File: src/rtl/ipf_lcu_feeder.sv
// rtl/ipf_lcu_feeder.sv - LCU-ordered pixel/parameter feeder for the IPF; IPF_FEEDER_STALL_CNT_EN adds stall_cnt
module ipf_lcu_feeder (
    input  logic        clk,
    input  logic        reset,
    input  logic        start,
    input  logic [1:0]  cfg_lcu_size,
    output logic        img_rd,
    output logic [13:0] img_addr,
    input  logic [7:0]  img_data,
    output logic [5:0]  par_addr,
    input  logic [23:0] par_data,
    input  logic        busy,
    output logic        in_en,
    output logic [7:0]  din,
    output logic [1:0]  ipf_type,
    output logic [4:0]  ipf_band_pos,
    output logic        ipf_wo_class,
    output logic [15:0] ipf_offset,
    output logic [2:0]  lcu_x,
    output logic [2:0]  lcu_y,
    output logic [1:0]  lcu_size,
    output logic        active,
    output logic        done
`ifdef IPF_FEEDER_STALL_CNT_EN
    ,
    output logic [15:0] stall_cnt
`endif
);

    typedef enum logic [2:0] {
        IDLE,
        PARAM,
        STREAM,
        WAIT_LAST,
        DONE
    } state_t;

    state_t      state;
    logic        param_ph;
    logic [5:0]  rd_row;
    logic [5:0]  rd_col;
    logic        rd_done;
    logic        rd_valid;
    logic [5:0]  out_row;
    logic [5:0]  out_col;
    logic [7:0]  fifo0;
    logic [7:0]  fifo1;
    logic [1:0]  fifo_cnt;
    logic        busy_seen;

    logic [5:0]  n_m1;
    logic [2:0]  lcu_max;
    logic [1:0]  occ;
    logic        pop;
    logic        push;
    logic        last_rd;
    logic        last_px;
    logic        last_lcu;
    logic [2:0]  nx_x;
    logic [2:0]  nx_y;
    logic [5:0]  nr_row;
    logic [5:0]  nr_col;

    // Image address of pixel (r,c) inside LCU (lx,ly); LCU offsets are aligned so OR merges them
    function automatic logic [13:0] pix_addr(input logic [2:0] lx, input logic [2:0] ly,
                                             input logic [1:0] s, input logic [5:0] r,
                                             input logic [5:0] c);
        logic [6:0] y;
        logic [6:0] x;
        y = ({4'b0, ly} << (3'd4 + {1'b0, s})) | {1'b0, r};
        x = ({4'b0, lx} << (3'd4 + {1'b0, s})) | {1'b0, c};
        return {y, x};
    endfunction

    // Raster LCU index used to address the parameter memory
    function automatic logic [5:0] par_index(input logic [2:0] lx, input logic [2:0] ly,
                                             input logic [1:0] s);
        return ({3'b0, ly} << (2'd3 - s)) + {3'b0, lx};
    endfunction

    // LCU geometry, FIFO handshake and read-issue decision
    always_comb begin
        n_m1     = {lcu_size[1], lcu_size[1] | lcu_size[0], 4'hF};
        lcu_max  = 3'd7 >> lcu_size;
        in_en    = (fifo_cnt != 2'd0);
        din      = in_en ? fifo0 : 8'd0;
        pop      = in_en & ~busy;
        push     = rd_valid;
        occ      = fifo_cnt + {1'b0, rd_valid};
        img_rd   = (state == STREAM) && !rd_done &&
                   ((occ < 2'd2) || (pop && (occ == 2'd2)));
        last_rd  = (rd_row == n_m1) && (rd_col == n_m1);
        last_px  = pop && (out_row == n_m1) && (out_col == n_m1);
        last_lcu = (lcu_x == lcu_max) && (lcu_y == lcu_max);
        nx_x     = (lcu_x == lcu_max) ? 3'd0 : lcu_x + 3'd1;
        nx_y     = (lcu_x == lcu_max) ? lcu_y + 3'd1 : lcu_y;
        nr_col   = (rd_col == n_m1) ? 6'd0 : rd_col + 6'd1;
        nr_row   = (rd_col == n_m1) ? rd_row + 6'd1 : rd_row;
    end

    // Frame FSM, address generator, prefetch FIFO and registered outputs
    always_ff @(posedge clk or posedge reset) begin
        if (reset) begin
            state        <= IDLE;
            param_ph     <= 1'b0;
            rd_row       <= 6'd0;
            rd_col       <= 6'd0;
            rd_done      <= 1'b0;
            rd_valid     <= 1'b0;
            out_row      <= 6'd0;
            out_col      <= 6'd0;
            fifo0        <= 8'd0;
            fifo1        <= 8'd0;
            fifo_cnt     <= 2'd0;
            busy_seen    <= 1'b0;
            img_addr     <= 14'd0;
            par_addr     <= 6'd0;
            ipf_type     <= 2'd0;
            ipf_band_pos <= 5'd0;
            ipf_wo_class <= 1'b0;
            ipf_offset   <= 16'd0;
            lcu_x        <= 3'd0;
            lcu_y        <= 3'd0;
            lcu_size     <= 2'd0;
            active       <= 1'b0;
            done         <= 1'b0;
        end else begin
            done     <= 1'b0;
            rd_valid <= img_rd;

            // Pop shifts the head; a push lands in the first free slot after the pop
            if (push && !pop) begin
                if (fifo_cnt == 2'd0) fifo0 <= img_data;
                else                  fifo1 <= img_data;
                fifo_cnt <= fifo_cnt + 2'd1;
            end else if (!push && pop) begin
                fifo0    <= fifo1;
                fifo_cnt <= fifo_cnt - 2'd1;
            end else if (push && pop) begin
                if (fifo_cnt == 2'd1) begin
                    fifo0 <= img_data;
                end else begin
                    fifo0 <= fifo1;
                    fifo1 <= img_data;
                end
            end

            if (img_rd) begin
                rd_col  <= nr_col;
                rd_row  <= nr_row;
                rd_done <= last_rd;
                if (!last_rd) img_addr <= pix_addr(lcu_x, lcu_y, lcu_size, nr_row, nr_col);
            end

            if (pop) begin
                out_col <= (out_col == n_m1) ? 6'd0 : out_col + 6'd1;
                if (out_col == n_m1) out_row <= out_row + 6'd1;
            end

            case (state)
                IDLE: begin
                    if (start) begin
                        lcu_size <= (cfg_lcu_size == 2'd3) ? 2'd2 : cfg_lcu_size;
                        lcu_x    <= 3'd0;
                        lcu_y    <= 3'd0;
                        par_addr <= 6'd0;
                        active   <= 1'b1;
                        param_ph <= 1'b0;
                        state    <= PARAM;
                    end
                end
                PARAM: begin
                    if (!param_ph) begin
                        param_ph <= 1'b1;
                    end else begin
                        param_ph     <= 1'b0;
                        ipf_type     <= par_data[23:22];
                        ipf_band_pos <= par_data[21:17];
                        ipf_wo_class <= par_data[16];
                        ipf_offset   <= par_data[15:0];
                        rd_row       <= 6'd0;
                        rd_col       <= 6'd0;
                        rd_done      <= 1'b0;
                        out_row      <= 6'd0;
                        out_col      <= 6'd0;
                        img_addr     <= pix_addr(lcu_x, lcu_y, lcu_size, 6'd0, 6'd0);
                        state        <= STREAM;
                    end
                end
                STREAM: begin
                    if (last_px) begin
                        if (last_lcu) begin
                            busy_seen <= 1'b0;
                            state     <= WAIT_LAST;
                        end else begin
                            lcu_x    <= nx_x;
                            lcu_y    <= nx_y;
                            par_addr <= par_index(nx_x, nx_y, lcu_size);
                            state    <= PARAM;
                        end
                    end
                end
                WAIT_LAST: begin
                    if (busy) begin
                        busy_seen <= 1'b1;
                    end else if (busy_seen) begin
                        done   <= 1'b1;
                        active <= 1'b0;
                        state  <= DONE;
                    end
                end
                DONE: begin
                    img_addr     <= 14'd0;
                    par_addr     <= 6'd0;
                    ipf_type     <= 2'd0;
                    ipf_band_pos <= 5'd0;
                    ipf_wo_class <= 1'b0;
                    ipf_offset   <= 16'd0;
                    lcu_x        <= 3'd0;
                    lcu_y        <= 3'd0;
                    lcu_size     <= 2'd0;
                    state        <= IDLE;
                end
                default: state <= IDLE;
            endcase
        end
    end

`ifdef IPF_FEEDER_STALL_CNT_EN
    // Saturating count of cycles where a pixel is offered but the IPF is busy
    always_ff @(posedge clk or posedge reset) begin
        if (reset) begin
            stall_cnt <= 16'd0;
        end else if (state == IDLE && start) begin
            stall_cnt <= 16'd0;
        end else if (in_en && busy && stall_cnt != 16'hFFFF) begin
            stall_cnt <= stall_cnt + 16'd1;
        end
    end
`endif

endmodule

File: config.mk
export PLATFORM = sky130hd
export DESIGN_NAME = ipf_lcu_feeder
export DESIGN_NICKNAME = d
export VERILOG_FILES = /design/src/rtl/ipf_lcu_feeder.sv
export SDC_FILE = /design/constraint.sdc
export NUM_CORES = 1
export LEC_CHECK = 0
export CAP_MARGIN = 40
export CORE_MARGIN = 2
export CORE_UTILIZATION = 40
export CTS_CLUSTER_SIZE = 10
export DETAILED_ROUTE_END_ITERATION = 6
export GPL_ROUTABILITY_DRIVEN = 0
export GPL_TIMING_DRIVEN = 0
export PLACE_DENSITY = 0.61
export SKIP_LAST_GASP = 1
export SLEW_MARGIN = 30
export SYNTH_ARGS = -nofsm -noshare
export SYNTH_HDL_FRONTEND = slang
export SYNTH_SLANG_ARGS = --single-unit
File: constraint.sdc
create_clock -name clk -period 10.8 [get_ports clk]
set_input_delay 2.16 -clock clk [delete_from_list [all_inputs] [get_ports clk]]
set_output_delay 2.16 -clock clk [all_outputs]
set_load 0.005 [all_outputs]
# ---- Yosys cells after proc, flatten, opt, wreduce, memory -nomap -nowiden
# Index checks and enable logic that the tools add are counted.
dict set report totals {
  input_bits 38
  word_cells 186
  reg_bits 103
}
dict set report op_classes {
  reduce_logical 35
  shift 4
  n_mux 81
  magnitude_cmp 1
  eq_ne 25
  add_sub_neg 12
  bitwise 5
}
# operator n
set op_table {}
lappend op_table {{6-bit 2-to-1 mux} 19}
lappend op_table {{8-bit 2-to-1 mux} 11}
lappend op_table {{14-bit 2-to-1 mux} 3}
lappend op_table {{3-bit 2-to-1 mux} 12}
lappend op_table {{16-bit case mux with 2 select lines} 1}
lappend op_table {{14-bit case mux with 2 select lines} 1}
lappend op_table {{6-bit by 1-bit adder with 6-bit output, second input constant} 4}
lappend op_table {{6-bit equality test} 4}
lappend op_table {{2-bit != test, second input constant} 11}
lappend op_table {{3-bit case mux with 3 select lines} 2}
lappend op_table {{6-bit case mux with 3 select lines} 1}
lappend op_table {{16-bit 2-to-1 mux} 1}
lappend op_table {{4-bit AND reduction} 4}
lappend op_table {{2-bit nonzero test} 8}
lappend op_table {{1-bit 2-to-1 mux} 15}
lappend op_table {{7-bit by 6-bit bitwise OR with 7-bit output} 2}
lappend op_table {{3-bit by 3-bit left shift with 7-bit output} 2}
lappend op_table {{2-bit 2-to-1 mux} 6}
lappend op_table {{3-bit case mux with 4 select lines} 1}
lappend op_table {{1-bit logical AND} 10}
lappend op_table {{5-bit case mux with 2 select lines} 1}
lappend op_table {{1-bit case mux with 2 select lines} 4}
lappend op_table {{2-bit case mux with 2 select lines} 2}
lappend op_table {{2-bit AND reduction} 4}
lappend op_table {{other kinds (27)} 34}

# ---- Longest topological paths before layout
# Gate-level depths: netlist of the first run.
dict set report logic_depth {
  word_depth 8
  mapped_depth 15
}

# ---- Least setup slack after synthesis of the first run
# OpenSTA, ideal clock, no wires.
dict set report synth_timing {
  path_type {input port to output port}
  start {input port busy}
  end {output port img_rd}
  required_time_ns 8.640
  t_arrival_ns 2.976
  stages 5
  slack_ns 5.664
  cell_sequence {nor3_1 nor2_1 or3_1 clkbuf_1 inv_2}
}
dict set report synth_between {
  elab_chain_len 5
}
# item line
set synth_rtl {}
lappend synth_rtl {{from (decl)} 12} ;# input logic busy,
lappend synth_rtl {{1-bit NOT} 87} ;# pop = in_en & ~busy;
lappend synth_rtl {{1-bit bitwise AND} 87}
lappend synth_rtl {{1-bit logical AND} 91} ;# ((occ < 2'd2) || (pop && (occ == 2'd2)));
lappend synth_rtl {{1-bit logical OR} 91}
lappend synth_rtl {{1-bit logical AND} 90} ;# img_rd = (state == STREAM) && !rd_done &&
lappend synth_rtl {{to (decl)} 7} ;# output logic img_rd,
# Every way passes these cells.

# ---- Worst setup path after layout of the first run
# Same ends and word-level chain as after synthesis.

==> run_results.csv, run 1 <==
group,metric,value,unit
status,outcome,"completed",
synth,synth_top_flop_cell,"sky130_fd_sc_hd__dfrtp_1",
worst_hold_path,hp-start,"fifo0[1]",
sta,postLayoutSetupSlackWorst,4.36,ns
worst_setup_path,worstPathRequired,8.64,ns
worst_setup_path,r2r_setup_slack,6.85,ns
sta,totalNegativeSetupSlack,0,ns
floorplan,die_height,121,um
worst_setup_path,criticalPathCategory,"input pin to primary output",
worst_hold_path,min_delay_worst_endpoint,"fifo0[1]",
clock_network,postCtsSetupRepairBufs,0,
detailed_routing,routed_wl,13.5,mm
clock_network,clk_root_buffer_cell,"sky130_fd_sc_hd__clkbuf_16",
synth,synth_area,5490,um^2
clock_network,cts.hold.buffers_added,0,
sta,fmaxAchievable,0.155,GHz
global_route,grt_max_degree,70,
sta,final_min_period_over_clock_period,0.596,
global_route,grt_pass1_wl,22.8,mm
synth,postSynthAreaPerCell,9.14,um^2
floorplan,full_die_area,14700,um^2
sta,rsz0062_at_grt,"no",
worst_setup_path,timing.reg2reg.worst_path_depth,14,
worst_setup_path,crit-reg2reg-launch,"lcu_x[0]",
synth,syn_nets,654,
detailed_routing,drt_drc_violations_left,0,
floorplan,start_util,0.413,
sta,final_worst_clock_skew,0.00468,ns
synth,synth.yosys.warnings,0,
floorplan,site_row_count,42,
detailed_routing,detailedRoute.firstPassIterationCount,4,
global_route,grt_overall_usage,0.195,
global_route,number_of_antenna_violations_at_the_first_check_in_global_routing,0,
pwr,cellLeakagePower,3.14,nW
synth,ys_seq_elements,103,
cells_and_area,n_antenna_cell,0,
cells_and_area,layout-drive-gt1-share,0.0641,
sta,max-slew-margin-rel,0.547,
global_route,grt_pass1_vias,4689,
global_route,grt_overflow_total,0,
cells_and_area,num-fill-cells,1259,
worst_setup_path,worst_setup_path_end_kind,"primary output",
detailed_routing,detailroute.via_count,4679,
placed_design,hpwlAfterDp,9.70,mm
floorplan,placeableCoreArea,13300,um^2
clock_network,cts-resized-gates,0,
worst_setup_path,setup.worst_path.start_class,"input pin",
worst_hold_path,hold_path_class,"flip-flop to flip-flop",
synth,yosysSeqAreaShare,0.470,
sta,report.final.hold_viol_count,0,
clock_network,cts_inserted_buffers,9,
placed_design,placement.setup.worst_slack,4.38,ns
detailed_routing,detail_route.iter0.violations,220,
detailed_routing,antenna_violating_nets_post_route,0,
synth,yosysUniqueCellTypes,62,
pwr,powerDensity,238,nW/um^2
placed_design,place.port_buffers,101,
worst_setup_path,crit_arrival,4.28,ns
floorplan,ioPinCount,102,
worst_setup_path,timing.rr.end,"par_addr[5]",
cells_and_area,postLayoutCoreUtil,0.532,
clock_network,worst_skew_pair.late_latency,0.35,ns
cells_and_area,final_net_count,767,
clock_network,cts_tree,"yes",
cells_and_area,area.growth.synth_to_final,28.9,%
detailed_routing,post_drt_wl_per_cell,15.1,um
clock_network,cts_htree_levels,3,
floorplan,die_width,121,um
clock_network,clkSinkCount,103,
worst_hold_path,timing.hold.worst_path_depth,2,
synth,netlist_instances,600,
sta,finalSetupViolCount,0,
detailed_routing,viasPerCell,5.23,
clock_network,clock_tree.buffer_depth,2,
worst_setup_path,largest_fanout_on_the_critical_path,10,
synth,share_of_synthesized_flip_flops_with_an_asynchronous_set_or_reset,1.00,
job,cap_viol_max_count,0,
sta,timing_max_transition_violations_final,0,
sta,finalCriticalPeriod,6.44,ns
pwr,peakVddDrop,0.000161,V
synth,number_of_synthesized_flops_with_an_enable_pin,0,
clock_network,clock_slew_at_the_register_clock_pins_of_the_worst_setup_and_hold_paths,0.07,ns
sta,tightest_slew,0.676,ns
-- stage by stage --
stage | hold slack [ns] | total power [mW] | instance area [um^2] | instances
3_5_place_dp | 0.463 | 1.35 | 6750 | 878
6_report | 0.474 | 1.68 | 7070 | 894
2_1_floorplan | 0.442 | 1.02 | 5490 | 600
5_1_grt | 0.504 | 1.82 | 7070 | 894
3_3_place_gp | 0.455 | 1.33 | 6720 | 877
4_1_cts | 0.479 | 1.71 | 7070 | 894
-- layer usage --
layer / global-route usage / vias to the layer above / wire [um]
li1: - / 2285 / -
met1: 0.250 / 2264 / 6100
met2: 0.323 / 119 / 6450
met3: 0.0559 / 11 / 801
met4: 0.0538 / 0 / 123
met5: 0 / - / 0
-- cells in the mapped netlist (10+ instances only) --
library cell,n,area [um^2]
sky130_fd_sc_hd__nand2_1,104,390
sky130_fd_sc_hd__dfrtp_1,103,2580
sky130_fd_sc_hd__nor2_1,60,225
sky130_fd_sc_hd__nand3_1,36,180
sky130_fd_sc_hd__o21ai_0,26,130
sky130_fd_sc_hd__a21oi_1,23,115
sky130_fd_sc_hd__clkbuf_1,23,86.3
sky130_fd_sc_hd__inv_1,21,78.8
sky130_fd_sc_hd__xnor2_1,18,158
sky130_fd_sc_hd__xor2_1,18,158
sky130_fd_sc_hd__ha_1,15,188
sky130_fd_sc_hd__mux2i_1,15,150
sky130_fd_sc_hd__nor2b_1,10,62.6
sky130_fd_sc_hd__o21ai_1,10,50.1
-- critical path, stage by stage --
cell and delay (ns):
sky130_fd_sc_hd__clkdlybuf4s50_1 0.48, sky130_fd_sc_hd__nor3_1 0.22, sky130_fd_sc_hd__nor2_1 0.10, sky130_fd_sc_hd__or3_1 0.31, sky130_fd_sc_hd__clkbuf_1 0.22, sky130_fd_sc_hd__inv_2 0.25
sky130_fd_sc_hd__clkdlybuf4s50_1 0.55
-- worst max-delay path by stage --
stage	slack (ns)	cells past startpoint	startpoint	to
after detailed placement	4.38	7	busy	img_rd
after floorplan	5.66	5	busy	img_rd
after global routing	4.23	7	busy	img_rd
after global placement	4.30	2	reset	ipf_band_pos[3]
final	4.36	7	busy	img_rd
after CTS	4.37	7	busy	img_rd
-- where the power goes --
group / internal (mW) / leakage [nW] / switching [mW]
clock network: 0.194 / 0.149 / 0.150
logic: 0.367 / 1.65 / 0.383
registers: 0.509 / 1.34 / 0.0792
-- layout by cell type (no fill, tap or decap), types with 10 or more instances in the layout --
cell type	n
sky130_fd_sc_hd__a21oi_1	22
sky130_fd_sc_hd__xor2_1	18
sky130_fd_sc_hd__clkbuf_1	23
sky130_fd_sc_hd__dfrtp_1	103
sky130_fd_sc_hd__o21ai_0	26
sky130_fd_sc_hd__nor2b_1	10
sky130_fd_sc_hd__o21ai_1	10
sky130_fd_sc_hd__xnor2_1	18
sky130_fd_sc_hd__nand3_1	36
sky130_fd_sc_hd__nor2_1	60
sky130_fd_sc_hd__clkdlybuf4s50_1	101
sky130_fd_sc_hd__mux2i_1	15
sky130_fd_sc_hd__nand2_1	104
sky130_fd_sc_hd__inv_1	20
sky130_fd_sc_hd__ha_1	15
-- cell type report --
type                            instances  area, um^2  share of cell area
Multi-Input combinational cell        441        2680               0.380
Sequential cell                       103        2580               0.365
Timing Repair Buffer                  102        1040               0.147
Clock buffer                           11         253              0.0358
Tap cell                              176         220              0.0312
Buffer                                 34         145              0.0205
Inverter                               22        87.6              0.0124
Clock inverter                          5        62.6             0.00885
-- sequential cells by signal, indices dropped and copies added, names as in the netlist, 5 cells and up --
name,flops
out_row,6
img_addr,14
ipf_offset,16
ipf_band_pos,5
par_addr,6
out_col,6
fifo0,8
rd_row,6
rd_col,6
fifo1,8
-- kinds of logic (layout without fill, tap and decap cells) --
family / count (synthesis) / in the layout / share of synthesized area
adder cells (fa/ha/maj): 16 / 16 / 0.0379
XOR/XNOR: 36 / 36 / 0.0575
buffers and inverters: 56 / 174 / 0.0415
AND/OR/NAND/NOR: 262 / 262 / 0.223
AO/OA/AOI/OAI: 103 / 103 / 0.122
multiplexers: 24 / 24 / 0.0479
flip-flops: 103 / 103 / 0.470
Power figures use the tool's default switching activity.
==> run 2, diff against run 1 <==
clock period = 6 ns   (was 10.8 ns; I/O delays follow)
==> results of run 2 <==
Same layout as run 1 (identical final DEF). Status: completed.
Main changes from that run: setup slack after placement 4.38 ns -> 1.50 ns; setup slack after layout 4.36 ns -> 1.48 ns; register-to-register setup slack 6.85 ns -> 2.05 ns; total power 1.68 mW -> 3.03 mW; worst IR drop on VDD 0.000161 V -> 0.000289 V
